[src/rtl/instruction_fetch_queue_if.sv]
// Bundles the instruction-memory request channel, the redirect input and
// the decode-side instruction stream of the fetch queue into one interface.
interface instruction_fetch_queue_if #(
   parameter int DEPTH = 4
);
   localparam int CW = $clog2(DEPTH) + 1;

   logic          imem_req;
   logic [31:0]   imem_addr;
   logic          imem_ack;
   logic [31:0]   imem_rdata;
   logic          redirect_valid;
   logic [31:0]   redirect_pc;
   logic          ins_valid;
   logic          ins_ready;
   logic [31:0]   ins_data;
   logic [31:0]   ins_pc;
   logic [31:0]   ins_pc_plus4;
   logic [CW-1:0] count;

   // The fetch queue drives requests and the instruction stream
   modport master (
      output imem_req, imem_addr,
      input  imem_ack, imem_rdata,
      input  redirect_valid, redirect_pc,
      output ins_valid,
      input  ins_ready,
      output ins_data, ins_pc, ins_pc_plus4, count
   );

   // Memory, redirect source and decode seen from the other side
   modport slave (
      input  imem_req, imem_addr,
      output imem_ack, imem_rdata,
      output redirect_valid, redirect_pc,
      input  ins_valid,
      output ins_ready,
      input  ins_data, ins_pc, ins_pc_plus4, count
   );
endinterface

[src/rtl/instruction_fetch_queue.sv]
// Fetch stage: owns the fetch PC, issues one outstanding word read at a time
// to instruction memory and buffers fetched {pc, instruction} pairs in a
// show-ahead FIFO for decode. A redirect flushes the FIFO and restarts
// fetching at the target; a request orphaned by the redirect is drained in
// DROP and its data thrown away.
module instruction_fetch_queue #(
   parameter int          DEPTH    = 4,
   parameter logic [31:0] RESET_PC = 32'h0000_0000
) (
   input logic                       clk_i,
   input logic                       rst_n_i,
   instruction_fetch_queue_if.master fetchBus
);
   localparam int PW = $clog2(DEPTH);
   localparam int CW = PW + 1;
   localparam logic [CW-1:0] FULL = CW'(DEPTH);

   typedef enum logic [1:0] {IDLE, WAIT, DROP} state_t;

   state_t        state_q, state_d;
   logic          imemReq_q, imemReq_d;
   logic [31:0]   imemAddr_q, imemAddr_d;
   logic [31:0]   fetchPc_q, fetchPc_d;
   logic [PW-1:0] wrPtr_q, wrPtr_d;
   logic [PW-1:0] rdPtr_q, rdPtr_d;
   logic [CW-1:0] count_q, count_d;
   logic [31:0]   memData_q [DEPTH];
   logic [31:0]   memPc_q   [DEPTH];

   logic          ackValid;
   logic          pop;
   logic          push;
   logic [CW-1:0] countAfterPush;

   // Next-state, request and FIFO bookkeeping; redirect beats push beats pop
   always_comb begin
      state_d    = state_q;
      imemReq_d  = imemReq_q;
      imemAddr_d = imemAddr_q;
      fetchPc_d  = fetchPc_q;
      wrPtr_d    = wrPtr_q;
      rdPtr_d    = rdPtr_q;
      count_d    = count_q;
      push       = 1'b0;

      ackValid       = fetchBus.imem_ack && imemReq_q;
      pop            = (count_q != '0) && fetchBus.ins_ready;
      countAfterPush = count_q + CW'(1) - CW'(pop);

      if (fetchBus.redirect_valid) begin
         fetchPc_d = fetchBus.redirect_pc & ~32'd3;
         count_d   = '0;
         wrPtr_d   = '0;
         rdPtr_d   = '0;
         if (ackValid) begin
            imemReq_d = 1'b0;
            state_d   = IDLE;
         end else if (state_q == IDLE) begin
            state_d = IDLE;
         end else begin
            state_d = DROP;
         end
      end else begin
         case (state_q)
            IDLE: begin
               if (count_q < FULL) begin
                  imemReq_d  = 1'b1;
                  imemAddr_d = fetchPc_q;
                  state_d    = WAIT;
               end
            end
            WAIT: begin
               if (ackValid) begin
                  push      = 1'b1;
                  fetchPc_d = fetchPc_q + 32'd4;
                  if (countAfterPush < FULL) begin
                     imemAddr_d = fetchPc_q + 32'd4;
                  end else begin
                     imemReq_d = 1'b0;
                     state_d   = IDLE;
                  end
               end
            end
            DROP: begin
               if (ackValid) begin
                  imemAddr_d = fetchPc_q;
                  state_d    = WAIT;
               end
            end
            default: begin
               imemReq_d = 1'b0;
               state_d   = IDLE;
            end
         endcase
         count_d = count_q + CW'(push) - CW'(pop);
         wrPtr_d = wrPtr_q + PW'(push);
         rdPtr_d = rdPtr_q + PW'(pop);
      end
   end

   // Control registers with synchronous active-low reset
   always_ff @(posedge clk_i) begin
      if (!rst_n_i) begin
         state_q    <= IDLE;
         imemReq_q  <= 1'b0;
         imemAddr_q <= RESET_PC;
         fetchPc_q  <= RESET_PC;
         wrPtr_q    <= '0;
         rdPtr_q    <= '0;
         count_q    <= '0;
      end else begin
         state_q    <= state_d;
         imemReq_q  <= imemReq_d;
         imemAddr_q <= imemAddr_d;
         fetchPc_q  <= fetchPc_d;
         wrPtr_q    <= wrPtr_d;
         rdPtr_q    <= rdPtr_d;
         count_q    <= count_d;
      end
   end

   // FIFO storage; contents need no reset because count gates validity
   always_ff @(posedge clk_i) begin
      if (rst_n_i && push) begin
         memData_q[wrPtr_q] <= fetchBus.imem_rdata;
         memPc_q[wrPtr_q]   <= fetchPc_q;
      end
   end

   assign fetchBus.imem_req     = imemReq_q;
   assign fetchBus.imem_addr    = imemAddr_q;
   assign fetchBus.ins_valid    = (count_q != '0);
   assign fetchBus.ins_data     = memData_q[rdPtr_q];
   assign fetchBus.ins_pc       = memPc_q[rdPtr_q];
   assign fetchBus.ins_pc_plus4 = memPc_q[rdPtr_q] + 32'd4;
   assign fetchBus.count        = count_q;
endmodule

[src/flat_wrapper.sv]
// flat-port wrapper written by rule: the top's interface ports become plain ports
module instruction_fetch_queue_flat 
#(
   parameter int          DEPTH    = 4,
   parameter logic [31:0] RESET_PC = 32'h0000_0000
)
  (clk_i, rst_n_i, fetchBus_imem_req, fetchBus_imem_addr, fetchBus_imem_ack, fetchBus_imem_rdata, fetchBus_redirect_valid, fetchBus_redirect_pc, fetchBus_ins_valid, fetchBus_ins_ready, fetchBus_ins_data, fetchBus_ins_pc, fetchBus_ins_pc_plus4, fetchBus_count);
  instruction_fetch_queue_if #(.DEPTH(DEPTH)) fetchBus_i ();
  input logic clk_i;
  input logic rst_n_i;
  output wire logic [$bits(fetchBus_i.imem_req)-1:0] fetchBus_imem_req;
  output wire logic [$bits(fetchBus_i.imem_addr)-1:0] fetchBus_imem_addr;
  input wire logic [$bits(fetchBus_i.imem_ack)-1:0] fetchBus_imem_ack;
  input wire logic [$bits(fetchBus_i.imem_rdata)-1:0] fetchBus_imem_rdata;
  input wire logic [$bits(fetchBus_i.redirect_valid)-1:0] fetchBus_redirect_valid;
  input wire logic [$bits(fetchBus_i.redirect_pc)-1:0] fetchBus_redirect_pc;
  output wire logic [$bits(fetchBus_i.ins_valid)-1:0] fetchBus_ins_valid;
  input wire logic [$bits(fetchBus_i.ins_ready)-1:0] fetchBus_ins_ready;
  output wire logic [$bits(fetchBus_i.ins_data)-1:0] fetchBus_ins_data;
  output wire logic [$bits(fetchBus_i.ins_pc)-1:0] fetchBus_ins_pc;
  output wire logic [$bits(fetchBus_i.ins_pc_plus4)-1:0] fetchBus_ins_pc_plus4;
  output wire logic [$bits(fetchBus_i.count)-1:0] fetchBus_count;
  assign fetchBus_imem_req = fetchBus_i.imem_req;
  assign fetchBus_imem_addr = fetchBus_i.imem_addr;
  assign fetchBus_i.imem_ack = fetchBus_imem_ack;
  assign fetchBus_i.imem_rdata = fetchBus_imem_rdata;
  assign fetchBus_i.redirect_valid = fetchBus_redirect_valid;
  assign fetchBus_i.redirect_pc = fetchBus_redirect_pc;
  assign fetchBus_ins_valid = fetchBus_i.ins_valid;
  assign fetchBus_i.ins_ready = fetchBus_ins_ready;
  assign fetchBus_ins_data = fetchBus_i.ins_data;
  assign fetchBus_ins_pc = fetchBus_i.ins_pc;
  assign fetchBus_ins_pc_plus4 = fetchBus_i.ins_pc_plus4;
  assign fetchBus_count = fetchBus_i.count;
  instruction_fetch_queue #(.DEPTH(DEPTH), .RESET_PC(RESET_PC)) u_core (.clk_i(clk_i), .rst_n_i(rst_n_i), .fetchBus(fetchBus_i));
endmodule
[config.mk]
export PLATFORM = sky130hd
export DESIGN_NAME = instruction_fetch_queue_flat
export DESIGN_NICKNAME = d
export VERILOG_FILES = /design/src/rtl/instruction_fetch_queue_if.sv /design/src/rtl/instruction_fetch_queue.sv /design/src/flat_wrapper.sv
export SDC_FILE = /design/constraint.sdc
export NUM_CORES = 1
export LEC_CHECK = 0
export CORE_MARGIN = 1
export CORE_UTILIZATION = 49
export CTS_CLUSTER_SIZE = 12
export DETAILED_ROUTE_END_ITERATION = 10
export PLACE_DENSITY = 0.74
export SLEW_MARGIN = 15
export SYNTH_ARGS = -nofsm -noshare
export SYNTH_HDL_FRONTEND = slang
export SYNTH_SLANG_ARGS = --single-unit
export TNS_END_PERCENT = 10
[constraint.sdc]
create_clock -name clk_i -period 7.6 [get_ports clk_i]
set_clock_uncertainty 0.1 [all_clocks]
set_input_delay 0.76 -clock clk_i [delete_from_list [all_inputs] [get_ports clk_i]]
set_output_delay 0.76 -clock clk_i [all_outputs]
set_load 0.005 [all_outputs]
-- Word level (Yosys, flattened, before mapping)
Memory sizes are Yosys's and may differ from the RTL's. A register that Yosys moved wholly into a read port is not among the register bits.
Cells that the tools add are included.
- bits of input ports: 69
- register bits: 74
- memory bits (read-only): 0
- latch bits: 0
- logic and storage cells: 78
- memories kept: 2
- RAM bits: 256
- $lt $le $gt $ge: 2
- reduce and logical (&&, ||, !) cells: 14
- add/sub/neg operators: 8
- muxes and demuxes: 30
- div/mod/pow operators: 0
- multiply operators: 0
- bitwise operators: 2
- eq/ne operators: 12
- shifts and indexed selects: 0
- memory list (name ; depth ; bits a word ; read ports ; clocked after memory_dff ; wr ports ; line ; source):
    u_core.memData_q ; 4 ; 32 ; 1 ; 1 ; 1 ; instruction_fetch_queue.sv:27 ; logic [31:0] memData_q [DEPTH];
    u_core.memPc_q ; 4 ; 32 ; 1 ; 1 ; 1 ; instruction_fetch_queue.sv:28 ; logic [31:0] memPc_q [DEPTH];
- operator list (cell ; count):
    $mux 32 ; 7
    $pmux 32 s3 ; 1
    $add 32x3->32 const B ; 2
    $mux 2 ; 9
    $mux 1 ; 11
    $ne 2x1->1 const B ; 4
    $lt 3x3->1 const B ; 2
    $ne 3x2->1 const B ; 2
    $ne 3x3->1 const B ; 2
    $pmux 2 s3 ; 1
    $reduce_and 6->1 ; 1
    $reduce_bool 3->1 ; 2
    $sub 3x1->3 ; 2
    $reduce_and 5->1 ; 1
    $add 2x1->2 ; 2
    $ne 2x2->1 const B ; 2
    $reduce_and 2->1 ; 2
    $reduce_and 4->1 ; 1
    $reduce_bool 2->1 ; 2
    $add 3x1->3 ; 1
    $add 3x1->3 const B ; 1
    $logic_and 1x1->1 ; 3
    $pmux 1 s3 ; 1
    $eq 2x1->1 const B ; 1
    4 further kinds ; 5

-- Logic depth before layout (Yosys ltp)
Gate-level depths: netlist of run 1.
- word-level depth: 8
- gate-level depth with buffers: 10
- gate-level depth less buffers: 10

-- Worst setup path after synthesis of run 1
Ideal clock, no wire load.
- path type: input to register
- start point: input port fetchBus_imem_ack
- end point: memory u_core.memData_q[0][0] (enable)
- required time: 6865 ps
- path slack: -215 ps
- setup time: 635 ps
- arrival: 7080 ps
- buffers on the path: 1
- stages on the path: 3
- cell sequence: nand4b_1 clkbuf_1 nor4_1
- word-level cells in the longest chain between the ends: 8
- ends and longest elaborated chain (item ; line ; source):
    start, declared ; flat_wrapper.sv:13 ; input wire logic [$bits(fetchBus_i.imem_ack)-1:0] fetchBus_imem_ack;
    $logic_and 1x1->1 ; instruction_fetch_queue.sv:46 ; ackValid = fetchBus.imem_ack && imemReq_q;
    $mux 1 ; instruction_fetch_queue.sv:73 ; if (ackValid) begin
    $mux 1 ; instruction_fetch_queue.sv:64 ; case (state_q)
    $mux 1 (2 in a row) ; instruction_fetch_queue.sv:50 ; if (fetchBus.redirect_valid) begin
    $logic_and 1x1->1 ; instruction_fetch_queue.sv:124 ; if (rst_n_i && push) begin
    $mux 1 ; instruction_fetch_queue.sv:124 ;
    $mux 1 (implied by the code) ; instruction_fetch_queue.sv:125 ; memData_q[wrPtr_q] <= fetchBus.imem_rdata;
    end, declared ; instruction_fetch_queue.sv:27 ;
Every way passes these cells. The select of a mux whose other input is x is not followed.

==> results of run 1 <==
cell type report:
| type | count | area, µm² | share of cell area, % |
|---|---|---|---|
| clock buffer | 53 | 986 | 5.89 |
| sequential | 318 | 8850 | 52.9 |
| multi-input combinational | 484 | 4260 | 25.5 |
| clock inverter | 10 | 120 | 0.718 |
| tap | 341 | 427 | 2.55 |
| timing repair buffer | 205 | 2020 | 12.1 |
| inverter | 16 | 60.1 | 0.359 |
worst min-delay path, stage by stage (launching register included):
cell and delay [ns]:
dfxtp_1 0.31, nor2_1 0.10, a211oi_1 0.05
worst max path at each step:
stage / endpoint / slack [ns]
floorplan: u_core.memData_q[0][0] / 2.40
global placement: fetchBus_ins_pc_plus4[31] / 2.93
detailed placement: fetchBus_ins_pc_plus4[31] / 2.92
CTS: fetchBus_ins_pc_plus4[31] / 2.37
global route: fetchBus_ins_pc_plus4[31] / 2.15
finish: fetchBus_ins_pc_plus4[20] / 2.55
flip-flops by register name, summed over array words and instances, names as in the netlist:
name,cells
u_core.memData_q,128
u_core.state_q,2
u_core.wrPtr_q,2
u_core.fetchBus.count,3
u_core.fetchBus.imem_addr,30
u_core.fetchBus.imem_req,1
u_core.fetchPc_q,30
u_core.memPc_q,120
u_core.rdPtr_q,2
layout by cell type, fill, tap and decap left out, types with 4 or more instances in the layout:
master | netlist | layout
nand2_1 | 43 | 43
a21oi_1 | 16 | 15
buf_4 | 6 | 12
edfxtp_1 | 248 | 248
o21ai_0 | 27 | 27
and3_1 | 9 | 8
xor2_1 | 33 | 33
or3_1 | 9 | 9
nor4_1 | 10 | 9
conb_1 | 1 | 6
nand3_1 | 30 | 30
clkinv_1 | 2 | 6
a31oi_1 | 7 | 7
mux4_2 | 49 | 49
and4_1 | 7 | 7
inv_1 | 12 | 12
clkbuf_1 | 29 | 16
nor3_1 | 16 | 16
xnor2_1 | 50 | 50
clkdlybuf4s50_1 | 0 | 193
a211oi_1 | 26 | 26
nand2b_1 | 4 | 4
mux2i_1 | 7 | 7
clkbuf_16 | 0 | 37
dfxtp_1 | 70 | 68
and2_1 | 4 | 4
nand4_1 | 24 | 24
mux4_1 | 13 | 13
ha_1 | 7 | 7
nor2_1 | 53 | 51
kinds of logic (layout without fill, tap and decap cells):
kind of cell               after synthesis  after routing
AOI/OAI and AO/OA                       92             92
xor gates and xnor gates                83             83
adders and majority gates                8              8
buffers and inverters                   74            284
DFF                                    318            318
muxes                                   69             69
other                                    1              6
and+or+nand+nor                        226            226
per-stage QoR:
step                setup slack [ns]  std cells  util [%]
floorplan                       2.40        876         -
global placement                2.93       1364      58.1
detailed placement              2.92       1364      58.1
CTS                             2.37       1427      62.2
global route                    2.15       1427      62.2
finish                          2.55       1427      62.2
power groups by stage:
stage | Sequential [mW] | Clock (mW) | Combinational, mW
6_report | 1.96 | 1.62 | 0.201
5_1_grt | 1.96 | 1.72 | 0.219
4_1_cts | 1.96 | 1.66 | 0.201
3_5_place_dp | 1.99 | 0 | 0.199
3_3_place_gp | 1.99 | 0 | 0.196
2_1_floorplan | 1.97 | 0 | 0.102
metal layers:
layer	global-route usage [%]	vias up	wire, µm
li1	-	3741	-
met1	29.6	3928	13200
met2	32.0	297	12900
met3	3.85	56	1840
met4	7.58	0	837
met5	0	-	0
==> flow_summary.ini, run 1 <==
[clock_tree]
cts_buffer_depth = 3
cts-buffers-inserted = 35
clk_pin_slew_ns = 0.06
root_buffer = clkbuf_16
cts_tree = built
cts_setup_buffers = 0
ctsResizeCount = 0
h-tree-depth = 2
hold_buffers = 0
clk_latency_ns = 0.50
cts.sinks = 318

[final_layout]
area_growth_pct = 24.7
antenna_cells = 0
drive_above_1_share_pct = 11.5
design_area_mm2 = 0.0167
fill_cells = 2032
fin_nets = 1137

[worst_setup_path]
setup.worst_path.start_class = register
timing.rr.start = u_core.state_q[0]
timing.rr.end = u_core.memPc_q[2][19]
cp.arrival_ns = 4.19
reg2reg_depth = 5
criticalPathCategory = register to primary output
slowest_delay_ns = 0.76
crit_family = buffers and inverters
path_cells = buf_4 -> mux4_1 -> nand4_2 -> nor3_1 -> nand4_1 -> xnor2_1 -> clkdlybuf4s50_1
path_buf_inv = 2
crit_cells = 7
regToRegSetupSlack_ns = 3.96
setup.worst_path.start = u_core.rdPtr_q[0]
end_kind = primary output
cp_slowest_cell = buf_4
cp.required_ns = 6.74
path_max_fanout = 46

[power_and_ir_drop]
p_int_mw = 3.01
power_density_mw_per_mm2 = 226
irDropWorstVdd_mv = 0.131
power_frac_comb_pct = 5.3
swShare_pct = 20.2
p_sw_mw = 0.765
power_mw = 3.78
p_clk_share_pct = 42.9
power_frac_seq_pct = 51.8
leakage_nw = 5.43

[route]
drc_errors = 0
dr.pass1.iters = 5
avgViaCountPerCell = 5.62
wl_um = 28800
drt_iter0_drc = 667
ant_nets = 0
wl_per_cell_um = 20.2
vias = 8022

[min_path]
hold_class = register to register
min_path_cells = 2
hp-start = u_core.fetchBus.imem_addr[6]
hold-path-endpoint = u_core.fetchBus.imem_addr[6]

[synthesis]
synth_top_family_by_area = multiplexers
yosys_register_bits = 318
synthXorXnorAreaFrac_pct = 5.42
synth.distinct_cells = 55
synth_cells = 871
ys_async_sr_fraction_pct = 0
yosys.area.top_type_share_pct = 55.5
synth_top_area_cell = edfxtp_1
ys.flop_type = edfxtp_1
synth_compound_area_share_pct = 4.43
synth_commonest_cells = edfxtp_1 (248), dfxtp_1 (70), nor2_1 (53)
ys_warn_count = 0
synth_most_common_cell = edfxtp_1
netlist_area_mm2 = 0.0134
yosysSeqAreaShare_pct = 66.0
synth.area.top_cells = edfxtp_1 (56%), dfxtp_1 (10%), mux4_2 (8.2%)
synth.avg_cell_area_um2 = 15.4
yosys.area_share.simple_pct = 9.31
synth_fa_ha_area_share_pct = 0.802
synth_edf_count = 248
synthMuxAreaShare_pct = 11.3

[placement]
place.detailed.hpwl_um = 18100
portBuffers = 193
place.gp.congestion = 0.820
placed_cell_area_mm2 = 0.0156

[global_routing]
grt_overflow = 0
grt_max_degree = 63
grt_pass1_wl_um = 44500
grt_pass1_vias = 7922
track_usage_pct = 20.7
antenna_found_initial = 0

[floorplan]
die_x_um = 167
row_count = 60
dieArea_mm2 = 0.0280
num_io_pins = 202
start_util_pct = 49.9
core_area_mm2 = 0.0269
die_h_um = 167

[timing]
rsz0062_at_grt = false
finalMaxSlewViolations = 0
finalCritPeriodShare_pct = 66.5
relSlewSlack_pct = 28.6
fmax_ghz = 0.198
tns_ns = 0
min_period_ns = 5.05
hold_viol_final = 0
tightest_slew_ns = 1.07
setup_viol = 0
hold_slack_ns = 0.407

[run_status]
outcome = complete, no violations

[run]
cap_violations = 0
Note: power is estimated with default switching activity, not from simulation.
==> inputs of run 2 (changes only) <==
--- a/config.mk
+++ b/config.mk
@@ -6,10 +6,10 @@
 export NUM_CORES = 1
 export LEC_CHECK = 0
 export CORE_MARGIN = 1
-export CORE_UTILIZATION = 49
+export CORE_UTILIZATION = 54
 export CTS_CLUSTER_SIZE = 12
 export DETAILED_ROUTE_END_ITERATION = 10
-export PLACE_DENSITY = 0.74
+export PLACE_DENSITY = 0.78
 export SLEW_MARGIN = 15
 export SYNTH_ARGS = -nofsm -noshare
 export SYNTH_HDL_FRONTEND = slang
==> constraint.sdc (replaced) <==
create_clock -name clk_i -period 4.8 [get_ports clk_i]
set_clock_uncertainty 0.1 [all_clocks]
set_input_delay 0.48 -clock clk_i [delete_from_list [all_inputs] [get_ports clk_i]]
set_output_delay 0.48 -clock clk_i [all_outputs]
set_load 0.005 [all_outputs]
==> run 2 against run 1 <==
Effect of this change: sequential share of layout area shrank 0.11 points; first-iteration DRC count fell by 23%; wire length decreased by 2.9%; register-to-register slack got worse by 1.9 ns; highest routed layer unchanged.
==> flow_summary.ini, run 2 (synthesis gave the netlist of run 1 again) <==
[min_path]
hold-path-endpoint = u_core.fetchBus.imem_addr[4]
hp-start = u_core.fetchBus.imem_addr[4]
min_path_cells = 2
hold_class = register to register

[placement]
portBuffers = 193
detailedPlace.worstSlack_ns = 1.04
place.detailed.hpwl_um = 17900
dp_cells = 1350
place.gp.congestion = 0.831

[timing]
finalCritPeriodShare_pct = 87.4
rsz0062_at_grt = false
finalMaxSlewViolations = 0
setup_slack_ns = 0.605
hold_slack_ns = 0.402
relSlewSlack_pct = 30.1
hold_viol_final = 0
tns_ns = 0
setup_viol = 0
min_period_ns = 4.20
fmax_ghz = 0.238
tightest_slew_ns = 1.04

[route]
drc_errors = 0
drt_iter0_drc = 514
ant_nets = 0
vias = 8058
wl_um = 28000
avgViaCountPerCell = 5.73
dr.pass1.iters = 6
wl_per_cell_um = 19.9

[global_routing]
grt_max_degree = 63
use_met2_pct = 35.8
track_usage_pct = 22.4
grt.met3_usage_pct = 4.08
grt.busiest_layer = met2
antenna_found_initial = 0
met1_usage_pct = 31.7
grt_overflow = 0
grt_pass1_vias = 8063
grt_pass1_wl_um = 44300

[floorplan]
dieArea_mm2 = 0.0255
start_util_pct = 55.2
die_h_um = 160
row_count = 57
die_x_um = 160
core_area_mm2 = 0.0243
num_io_pins = 202

[power_and_ir_drop]
power_density_mw_per_mm2 = 356
irDropWorstVdd_mv = 0.202
p_sw_mw = 1.19
p_clk_share_pct = 42.7
p_int_mw = 4.77
power_frac_seq_pct = 52.0
swShare_pct = 19.9
power_frac_comb_pct = 5.3
leakage_nw = 5.46

[clock_tree]
ctsResizeCount = 0
cts_tree = built
root_buffer = clkbuf_16
cts-buffers-inserted = 34
cts.sinks = 318
hold_buffers = 0
cts_buffer_depth = 3
cts_setup_buffers = 0
clk_pin_slew_ns = 0.06
h-tree-depth = 2
clk_latency_ns = 0.50

[worst_setup_path]
slowest_delay_ns = 0.68
timing.rr.start = u_core.fetchBus.count[2]
cp.required_ns = 4.22
cp.arrival_ns = 3.62
cp_slowest_cell = dfxtp_4
path_cells = mux4_1 -> ha_1 -> nand3_1 -> nor3_4 -> nand4_1 -> xnor2_1 -> clkdlybuf4s50_1
reg2reg_depth = 9
regToRegSetupSlack_ns = 2.11
criticalPathCategory = register to primary output
path_max_fanout = 28
timing.rr.end = u_core.fetchBus.imem_addr[3]
end_kind = primary output
setup.worst_path.start_class = register

[final_layout]
seqCellArea_mm2 = 0.00885
largest_reg_flops = 128
fin_cells = 1407
fill_cells = 1658
antenna_cells = 0
reg_top3 = u_core.memData_q (128), u_core.memPc_q (120)
max_flop_register = u_core.memData_q
multi_input_area_mm2 = 0.00428
area_growth_pct = 24.9
layout_common_cells = edfxtp_1 (248), clkdlybuf4s50_1 (193), dfxtp_1 (68)
drive_above_1_share_pct = 12.0
fin_nets = 1139
mostFrequentLayoutCell = edfxtp_1

[run]
cap_violations = 0

[run_status]
outcome = complete, no violations
-- run 2: power groups by stage --
stage	Combinational [mW]	Sequential (mW)	Clock [mW]
after global routing	0.347	3.10	2.71
final	0.318	3.10	2.54
after CTS	0.319	3.09	2.59
after detailed placement	0.315	3.15	0
after global placement	0.309	3.15	0
after floorplan	0.162	3.12	0
-- run 2: metrics by stage --
step / utilization (%) / power [mW] / cell area (µm²)
after floorplan: - / 3.28 / 13400
after global placement: 64.4 / 3.46 / 15700
after detailed placement: 64.4 / 3.47 / 15700
after CTS: 68.9 / 6.01 / 16800
after global routing: 68.9 / 6.16 / 16800
final: 68.9 / 5.96 / 16800
-- run 2: worst max-delay path, delay by kind of cell, from the launching register on --
kind,cells,cell delay (ns)
flops,1,0.68
fa+ha+maj,1,0.30
mux,1,0.47
buf+inv,1,0.55
xor+xnor,1,0.17
simple gates,3,0.93
-- run 2: final cells by class --
class | instances | share of cell area [%]
clock inverters | 7 | 0.635
repair buffers | 208 | 12.3
well taps | 324 | 2.42
inverters | 16 | 0.358
clock buffers | 50 | 5.88
flip-flops and latches | 318 | 52.8
multi-input cells | 484 | 25.5
-- run 2: per-layer routing --
| metal | wire length [µm] | vias up |
|---|---|---|
| li1 | - | 3752 |
| met1 | 12200 | 3943 |
| met2 | 13200 | 322 |
| met3 | 1970 | 41 |
| met4 | 532 | 0 |
| met5 | 0 | - |
-- run 2: worst max-delay path by stage --
stage / start / to / slack [ns]
after global placement: u_core.rdPtr_q[0] / fetchBus_ins_pc_plus4[20] / 1.07
final: u_core.rdPtr_q[0] / fetchBus_ins_pc_plus4[20] / 0.60
after detailed placement: u_core.rdPtr_q[0] / fetchBus_ins_pc_plus4[20] / 1.04
after CTS: u_core.rdPtr_q[0] / fetchBus_ins_pc_plus4[20] / 0.50
after global routing: u_core.rdPtr_q[0] / fetchBus_ins_pc_plus4[20] / 0.34
after floorplan: u_core.state_q[1] / u_core.memData_q[2][0] / 0.42
==> RTL change (settings of run 1) <==
Reset style: asynchronous (`rst_n_i`), changed in one clocked block. Comments in the files are not updated.
--- a/src/rtl/instruction_fetch_queue.sv
+++ b/src/rtl/instruction_fetch_queue.sv
@@ -99,7 +99,7 @@
    end
 
    // Control registers with synchronous active-low reset
-   always_ff @(posedge clk_i) begin
+   always_ff @(posedge clk_i or negedge rst_n_i) begin
       if (!rst_n_i) begin
          state_q    <= IDLE;
          imemReq_q  <= 1'b0;
Behaviour: differs if rst_n_i is asserted again (counterexample within 4 cycles, from zero or initial values and one cycle with rst_n_i low); with rst_n_i held inactive, the same outputs for 4 cycles.
==> RTL change against run 1 <==
- worst setup slack gained 0.37 ns
- non-clock buffer count is 3 lower
- critical path depth stayed put
- largest cell class unchanged
- cell area decreased by 0.11%
- routed wire length down 4.6%
- synthesized area increased by 0.39%
- fmax increased by 7.9%
- die area up 0.39%
- sequential cell count stayed put
- critical path type unchanged
- critical endpoint unchanged
- first-iteration DRC count down 8.1%
Power is not compared: it rests on default switching activity, and its combinational part moved more than twofold at a synthesized area within 25%.
==> RTL change: results (changes against run 1) <==
Hold path cells: 2 (unchanged)
First-pass GRT wire length: 43000 um (was 44500 um)
Clock-pin slew on the worst setup and hold paths: 0.06 ns (about the same)
Kind of path behind the tightest hold check: reg2reg (unchanged)
Total placed instance area: 15700 um^2 (was 15600 um^2)
CP startpoint: u_core.rdPtr_q[1] (was u_core.rdPtr_q[0])
DP HPWL: 17100 um (was 18100 um)
Share of post-route cells with drive strength above 1: 0.119 (was 0.115)
GR Layer Usage met1: 0.290 (was 0.296)
Status: finished, final reports clean (unchanged)
Sequential area share after synthesis: 0.683 (was 0.660)
Worst setup path end: fetchBus_ins_pc_plus4[20] (unchanged)
R2R Setup Slk: 4.46 ns (was 3.96 ns)
Worst slack on hold paths: 0.389 ns (was 0.407 ns)
Drt total wl: 27500 um (was 28800 um)
Total track usage: 0.198 (was 0.207)
PortBufs: 193 (unchanged)
Post_cts resized: 0 (unchanged)
Largest registers: u_core.memData_q: 128 flops, u_core.memPc_q: 120 flops (unchanged)
Reg2Reg Capture Point: u_core.memData_q[1][24] (was u_core.memPc_q[2][19])
Vias in the first global route: 7749 (was 7922)
Worst Reg-to-Reg Cells: 5 (unchanged)
Hold Path Origin: u_core.fetchBus.imem_addr[30] (was u_core.fetchBus.imem_addr[6])
CTS buffer count: 34 (was 35)
Clk_lat worst skew: 0.50 ns (about the same)
M3 GR Usage: 0.0315 (was 0.0385)
Postcts setup bufs: 0 (unchanged)
Max VDD drop: 161 uV
R2r startpoint: u_core.state_q[1] (was u_core.state_q[0])
Final ANT Viol Nets: 0 (unchanged)
Final RePlAce weighted congestion: 0.816 (was 0.820)
Final #Nets: 1118 (was 1137)
Drt pass-1 iters: 5 (unchanged)
Clock buffer depth: 3 (unchanged)
Synth area leaders: edfxtp_1 (55%), dfrtp_1 (13%), mux4_2 (9.5%), xnor2_1 (4.1%), nand2_1 (2.5%) (was edfxtp_1 (56%), dfxtp_1 (10%), mux4_2 (8.2%), xnor2_1 (3.3%), mux4_1 (2.5%))
Async set or reset register ratio after synthesis: 0.220 (was 0)
Via/cell ratio: 5.51 (was 5.62)
CP Data Arrival Time: 3.82 ns (was 4.19 ns)
CP max FO: 33 (was 46)
Commonest cells in the netlist: edfxtp_1 (248), nand2_1 (91), dfrtp_1 (70) (was edfxtp_1 (248), dfxtp_1 (70), nor2_1 (53))
GRT Residual Overflow: 0 (unchanged)
Number of synthesized flops with an enable pin: 248 (unchanged)
Hold Path End: u_core.fetchBus.imem_addr[30] (was u_core.fetchBus.imem_addr[6])
H-tree depth: 2 (unchanged)
Starting DRT DRC Count: 613 (was 667)
Met2 Usage GRT: 0.312 (was 0.320)
Antenna cells: 0 (unchanged)
Synth warnings: 0 (unchanged)
Largest net degree at the start of global routing: 75 (was 63)
Count of cell types in the netlist: 50 (was 55)
Slew headroom: 0.381 (was 0.286)
RTL change: power by group:
group,internal [mW],total (mW),leakage (nW),switching (mW)
combinational,0.779,1.29,1.98,0.510
sequential,2.01,2.18,3.11,0.174
clock,0.905,1.52,0.502,0.611
RTL change: layer usage:
| metal | vias to the layer above | share of wire |
|---|---|---|
| li1 | 3587 | - |
| met1 | 3842 | 0.46 |
| met2 | 273 | 0.47 |
| met3 | 31 | 0.057 |
| met4 | 0 | 0.016 |
| met5 | - | 0 |
RTL change: stage by stage:
stage,power [mW],setup slack (ns),instances
after floorplan,2.83,1.23,853
after global placement,3.49,3.39,1345
after detailed placement,3.51,3.32,1345
after CTS,5.04,2.78,1402
after global routing,5.22,2.61,1403
final,4.99,2.92,1403
RTL change: cells by family after synthesis:
| kind of cell | count (synthesis) | synth area share |
|---|---|---|
| multiplexers | 65 | 0.107 |
| AND/OR/NAND/NOR | 230 | 0.0898 |
| XOR/XNOR | 90 | 0.0591 |
| buffers and inverters | 65 | 0.0250 |
| adder cells (fa/ha/maj) | 8 | 0.00799 |
| other | 1 | 0.000278 |
| flip-flops | 318 | 0.683 |
| AO/OA/AOI/OAI | 71 | 0.0275 |
RTL change: final cells by class:
class                           count  area [um^2]
Inverter                           15         56.3
Sequential cell                   318         9200
Tap cell                          341          427
Clock buffer                       51          998
Multi-Input combinational cell    470         3980
Timing Repair Buffer              202         2010
Clock inverter                      6         31.3
Fill cell                        1982        10200
RTL change: critical path, stage by stage (launching register included):
cell             delay [ns]
dfrtp_2                0.91
mux4_2                 0.47
ha_1                   0.24
and4_4                 0.26
and4bb_1               0.50
nor2b_4                0.25
xnor2_2                0.11
clkdlybuf4s50_1        0.57
